==> src/rtl/mul_arb_pkg.sv <==
// Shared types and default sizing for the multiplier-sharing arbiter.
package mul_arb_pkg;

    localparam int DEF_N_REQ       = 4;
    localparam int DEF_DATA_W      = 32;
    localparam int DEF_TIMEOUT_CYC = 128;

    typedef enum logic [2:0] {
        IDLE,
        CLEAR,
        GAP,
        RUN,
        DONE,
        ABORT
    } state_t;

    // Width able to index 0..n-1, never narrower than one bit.
    function automatic int idx_width(input int n);
        return (n > 1) ? $clog2(n) : 1;
    endfunction

endpackage

==> src/rtl/rr_arbiter.sv <==
// Combinational round-robin picker: first asserted request at or after ptr wins.
module rr_arbiter
    import mul_arb_pkg::*;
#(
    parameter int N_REQ = DEF_N_REQ,
    parameter int IDX_W = idx_width(N_REQ)
) (
    input  logic [N_REQ-1:0] req,
    input  logic [IDX_W-1:0] ptr,
    output logic [N_REQ-1:0] grant,
    output logic [IDX_W-1:0] winner,
    output logic             valid
);

    logic [IDX_W:0]   idx;
    logic [IDX_W-1:0] idx_n;

    always_comb begin
        grant  = '0;
        winner = '0;
        valid  = 1'b0;
        idx    = '0;
        idx_n  = '0;
        for (int off = 0; off < N_REQ; off++) begin
            // Scan order ptr, ptr+1, ... wrapping at N_REQ.
            idx = {1'b0, ptr} + (IDX_W+1)'(off);
            if (idx >= (IDX_W+1)'(N_REQ)) begin
                idx = idx - (IDX_W+1)'(N_REQ);
            end
            idx_n = idx[IDX_W-1:0];
            if (!valid && req[idx_n]) begin
                valid        = 1'b1;
                winner       = idx_n;
                grant[idx_n] = 1'b1;
            end
        end
    end

endmodule

==> src/rtl/mul_arbiter.sv <==
// Shares one multiplier between N_REQ requesters: round-robin grant, Reset/Run/Ready
// sequencing, product return with a done pulse, and a Ready watchdog.
module mul_arbiter
    import mul_arb_pkg::*;
#(
    parameter int N_REQ       = DEF_N_REQ,
    parameter int DATA_W      = DEF_DATA_W,
    parameter int TIMEOUT_CYC = DEF_TIMEOUT_CYC
) (
    input  logic                    clk,
    input  logic                    Reset,
    input  logic [N_REQ-1:0]        req,
    input  logic [N_REQ*DATA_W-1:0] req_multiplicand,
    input  logic [N_REQ*DATA_W-1:0] req_multiplier,
    output logic [N_REQ-1:0]        grant,
    output logic [N_REQ-1:0]        done,
    output logic [N_REQ-1:0]        err,
    output logic [2*DATA_W-1:0]     result,
    output logic                    busy,
    output logic [DATA_W-1:0]       mul_Multiplicand_in,
    output logic [DATA_W-1:0]       mul_Multiplier_in,
    output logic                    mul_Reset,
    output logic                    mul_Run,
    input  logic                    mul_Ready,
    input  logic [2*DATA_W-1:0]     mul_Product_out
);

    localparam int IDX_W = idx_width(N_REQ);
    localparam int CNT_W = idx_width(TIMEOUT_CYC);

    state_t               state_reg,  state_next;
    logic [IDX_W-1:0]     rr_ptr_reg, rr_ptr_next;
    logic [N_REQ-1:0]     grant_reg,  grant_next;
    logic [DATA_W-1:0]    mcand_reg,  mcand_next;
    logic [DATA_W-1:0]    mplier_reg, mplier_next;
    logic [2*DATA_W-1:0]  result_reg, result_next;
    logic [CNT_W-1:0]     cnt_reg,    cnt_next;
    logic                 ready_q_reg;

    logic [DATA_W-1:0]    mcand_arr  [N_REQ];
    logic [DATA_W-1:0]    mplier_arr [N_REQ];
    logic [N_REQ-1:0]     arb_grant;
    logic [IDX_W-1:0]     arb_winner;
    logic                 arb_valid;
    logic                 ready_edge;

    for (genvar gi = 0; gi < N_REQ; gi++) begin : g_unpack
        assign mcand_arr[gi]  = req_multiplicand[gi*DATA_W +: DATA_W];
        assign mplier_arr[gi] = req_multiplier[gi*DATA_W +: DATA_W];
    end

    rr_arbiter #(
        .N_REQ (N_REQ),
        .IDX_W (IDX_W)
    ) u_rr_arbiter (
        .req    (req),
        .ptr    (rr_ptr_reg),
        .grant  (arb_grant),
        .winner (arb_winner),
        .valid  (arb_valid)
    );

    // A Ready still high from the previous operation must not count as completion.
    assign ready_edge = mul_Ready && !ready_q_reg;

    always_ff @(posedge clk or posedge Reset) begin
        if (Reset) begin
            state_reg   <= IDLE;
            rr_ptr_reg  <= '0;
            grant_reg   <= '0;
            mcand_reg   <= '0;
            mplier_reg  <= '0;
            result_reg  <= '0;
            cnt_reg     <= '0;
            ready_q_reg <= 1'b0;
        end else begin
            state_reg   <= state_next;
            rr_ptr_reg  <= rr_ptr_next;
            grant_reg   <= grant_next;
            mcand_reg   <= mcand_next;
            mplier_reg  <= mplier_next;
            result_reg  <= result_next;
            cnt_reg     <= cnt_next;
            ready_q_reg <= mul_Ready;
        end
    end

    always_comb begin
        state_next  = state_reg;
        rr_ptr_next = rr_ptr_reg;
        grant_next  = grant_reg;
        mcand_next  = mcand_reg;
        mplier_next = mplier_reg;
        result_next = result_reg;
        cnt_next    = cnt_reg;
        case (state_reg)
            IDLE: begin
                if (arb_valid) begin
                    state_next  = CLEAR;
                    grant_next  = arb_grant;
                    mcand_next  = mcand_arr[arb_winner];
                    mplier_next = mplier_arr[arb_winner];
                    rr_ptr_next = (arb_winner == IDX_W'(N_REQ-1)) ? '0
                                                                  : arb_winner + IDX_W'(1);
                end
            end
            CLEAR: begin
                state_next = GAP;
            end
            GAP: begin
                state_next = RUN;
                cnt_next   = '0;
            end
            RUN: begin
                // The Ready edge takes priority over a simultaneous terminal count.
                if (ready_edge) begin
                    result_next = mul_Product_out;
                    state_next  = DONE;
                end else if (cnt_reg == CNT_W'(TIMEOUT_CYC-1)) begin
                    state_next = ABORT;
                end else begin
                    cnt_next = cnt_reg + CNT_W'(1);
                end
            end
            DONE, ABORT: begin
                grant_next = '0;
                state_next = IDLE;
            end
            default: begin
                state_next = IDLE;
                grant_next = '0;
            end
        endcase
    end

    assign grant               = grant_reg;
    assign done                = (state_reg == DONE)  ? grant_reg : '0;
    assign err                 = (state_reg == ABORT) ? grant_reg : '0;
    assign result              = result_reg;
    assign busy                = (state_reg != IDLE);
    assign mul_Reset           = (state_reg == CLEAR);
    assign mul_Run             = (state_reg == RUN);
    assign mul_Multiplicand_in = mcand_reg;
    assign mul_Multiplier_in   = mplier_reg;

endmodule

==> config.mk <==
export PLATFORM = sky130hd
export DESIGN_NAME = mul_arbiter
export DESIGN_NICKNAME = d
export VERILOG_FILES = /design/src/rtl/mul_arb_pkg.sv /design/src/rtl/rr_arbiter.sv /design/src/rtl/mul_arbiter.sv
export SDC_FILE = /design/constraint.sdc
export NUM_CORES = 1
export LEC_CHECK = 0
export ABC_CLOCK_PERIOD_IN_PS = 4400
export CELL_PAD_IN_SITES_DETAIL_PLACEMENT = 1
export CELL_PAD_IN_SITES_GLOBAL_PLACEMENT = 1
export CORE_MARGIN = 4
export CORE_UTILIZATION = 27
export CTS_BUF_LIST = sky130_fd_sc_hd__clkbuf_4
export CTS_CLUSTER_DIAMETER = 60
export DETAILED_ROUTE_END_ITERATION = 7
export PLACE_DENSITY = 0.8
export SYNTH_ARGS = -nofsm -noshare
export SYNTH_HDL_FRONTEND = slang
export SYNTH_SLANG_ARGS = --single-unit
==> constraint.sdc <==
create_clock -name clk -period 4.4 [get_ports clk]
set_input_delay 0.44 -clock clk [delete_from_list [all_inputs] [get_ports clk]]
set_output_delay 0.44 -clock clk [all_outputs]
set_load 0.05 [all_outputs]
==> flow_summary.json <==
{
  "rsz0062_at_grt": "false",
  "slowest_delay_ns": 0.75,
  "cts_num_sinks": 145,
  "initial_core_util_pct": 27.42,
  "track_usage_pct": 19.38,
  "yosysSeqAreaShare_pct": 44.53,
  "synthTopCellsByArea": "dfrtp_1 45%, mux2i_1 16%, o221ai_2 11%, mux2_2 9.0%, nand2_1 3.3%",
  "cp.buffers_inverters": 2,
  "worst_path_max_delay_cell": "dfrtp_1",
  "peakVddDrop_uv": 670.3,
  "dp_cells": 1463,
  "cp-start-kind": "register",
  "grt_use_met3_pct": 7.412,
  "grt_pass1_vias": 8042,
  "grtUsageMet2_pct": 33.98,
  "mostFrequentLayoutCells": "469 x clkdlybuf4s50_1, 145 x dfrtp_1, 132 x mux2i_1, 71 x nand2_1, 65 x mux2_2",
  "cts_buffers": 17,
  "grt_antenna_before_repair": 1,
  "ant_nets": 0,
  "drive_above_1_share_pct": 16.30,
  "die_area_um2": 33020,
  "crit_start": "rr_ptr_reg[0]",
  "fin_skew_ns": 0.03313,
  "cp-endpoint": "mul_Multiplicand_in[22]",
  "htreeDepth": 4,
  "grt-ovfl-total": 0,
  "design.core.area_um2": 29720,
  "yosys_warnings": 0,
  "synth_top_area_cell": "dfrtp_1",
  "synth_top_area_share_pct": 44.53,
  "wl_per_cell_um": 22.34,
  "die_h_um": 181.7,
  "via_per_inst": 4.856,
  "slew_headroom_pct": 51.71,
  "cts-resized-gates": 0,
  "cts_tree": "yes",
  "fin_crit_ns": 3.628,
  "power_density_nw_per_um2": 744.1,
  "syn2layout_area_growth_pct": 63.65,
  "hold_path_class": "primary input to async pin",
  "wl_mm": 33.42,
  "mostFrequentLayoutCell": "clkdlybuf4s50_1",
  "cts_setup_buffers": 0,
  "rrSetupSlack_ns": 0.77,
  "synthCells": 644,
  "synth_nets": 979,
  "fin_crit_sh_pct": 82.45,
  "largest_reg_flops": 64,
  "synth_area_per_cell_um2": 12.65,
  "cp.depth": 9,
  "final_nets": 1427,
  "r2r_cells": 9,
  "r2r_end": "mul_Multiplicand_in[22]",
  "rows": 63,
  "dp_hpwl_mm": 25.74,
  "drtIter0Drc": 263,
  "busiest_layer": "met2",
  "num_io_pins": 470,
  "hold_viol": 0,
  "cts_hold_buf": 0,
  "cts-root-buf": "clkbuf_4",
  "path_max_fanout": 87,
  "clk_pin_slew_worst_paths_ns": 0.17,
  "yosys_register_bits": 145,
  "r2r-start": "rr_ptr_reg[0]",
  "netlist_area_um2": 8148,
  "grt_pass1_wl_mm": 49.60,
  "leakage_nw": 5.412,
  "cp.required_ns": 4.86,
  "slew_violations": 0,
  "drc": 0,
  "finalPower_w": 0.009922,
  "critical_path_arrival_ns": 4.09,
  "path_class": "register to register",
  "worst_setup_path_end_kind": "register",
  "insertion_delay_ns": 0.57,
  "vias": 7265,
  "port_buffers": 469,
  "fillers": 3228,
  "synth_cell_types": 46,
  "grt_max_degree": 88,
  "setup_viol": 0,
  "place_congestion": 0.8197,
  "tightestPinTransition_ns": 0.7244,
  "max_clock_freq_mhz": 275.6,
  "tns_ns": 0,
  "fp.dieW_um": 181.7,
  "use_met1_pct": 22.15,
  "cp_top_family": "compound AO/OA/AOI/OAI gates",
  "status": "finished clean",
  "crit_chain": "inv_2 > ha_1 > and3b_1 > a21oi_1 > o41ai_2 > o32a_2 > buf_12 > mux2i_1 > o221ai_2",
  "drv_cap": 0,
  "dr.pass1.iters": 4,
  "fin_cells": 1496,
  "clock_path_buffers": 2
}
## kinds of logic (layout without fill, tap and decap cells)
group                      count (synthesis)  in the layout  share of synthesized area [%]
adders and majority gates                  8              8                          1.229
buffers and inverters                     55            515                          5.912
DFF                                      145            145                          44.53
muxes                                    200            200                          25.92
other                                      0              2                              0
and+or+nand+nor                          136            136                          7.463
AOI/OAI and AO/OA                         95             95                          14.40
xor gates and xnor gates                   5              5                         0.5374
## synthesized netlist by cell type, drive strengths merged
master,count
a22o,1
inv,3
or2,1
a21o,1
mux2,65
o22ai,1
clkbuf,18
nor2,28
a211oi,7
o31a,1
a22oi,4
nor3b,1
nand2b,6
mux4,2
and3,5
o22a,1
o41ai,1
nor3,3
xnor2,1
nand3b,2
and2,6
xor2,4
or3,3
a31o,1
o221ai,64
o32a,2
nand2,72
nand4,3
and3b,2
a21oi,3
nor2b,4
o21ai,4
ha,8
buf,34
a221oi,4
dfrtp,145
mux2i,133
## metrics by stage
stage	hold slack [ns]	utilization (%)	cell area (µm²)	setup WS, ns
6_report	0.3443	44.87	13330	0.7721
2_1_floorplan	0.4602	-	8148	0.06537
5_1_grt	0.2970	44.86	13330	0.4762
4_1_cts	0.2897	44.85	13330	0.8064
3_3_place_gp	0.4686	43.90	13050	0.9953
3_5_place_dp	0.4754	43.90	13050	0.8207
## power by group
part / internal (W) / total [W] / switching, W
Clock: 0.000345 / 0.000942 / 0.000597
Combinational: 0.00256 / 0.00662 / 0.00405
Sequential: 0.00194 / 0.00236 / 0.000420
Total: 0.00485 / 0.00992 / 0.00507
## worst min-delay path by stage
stage / depth (start not counted) / endpoint / slack (ns) / from
6_report: 2 / result[46] / 0.34 / Reset
3_5_place_dp: 2 / mul_Multiplicand_in[24] / 0.48 / mul_Multiplicand_in[24]
5_1_grt: 1 / ready_q_reg / 0.30 / mul_Ready
3_3_place_gp: 2 / mul_Multiplicand_in[6] / 0.47 / mul_Multiplicand_in[6]
2_1_floorplan: 1 / cnt_reg[6] / 0.46 / cnt_reg[6]
4_1_cts: 1 / ready_q_reg / 0.29 / mul_Ready
## metal layers
metal	part of all wire, %	vias up
li1	-	3308
met1	38	3572
met2	51	349
met3	9.6	36
met4	1.9	0
met5	0	-
## cell type report
class / instances / area [µm²] / area share (%)
Tap cell: 390 / 488.0 / 3.660
Multi-Input combinational cell: 444 / 4066 / 30.50
Inverter: 3 / 16.27 / 0.1220
Clock inverter: 14 / 155.1 / 1.164
Timing Repair Buffer: 481 / 4847 / 36.35
Sequential cell: 145 / 3628 / 27.21
Antenna cell: 2 / 5.005 / 0.03753
Clock buffer: 17 / 127.6 / 0.9571
Note: power is estimated with default switching activity, not from simulation.
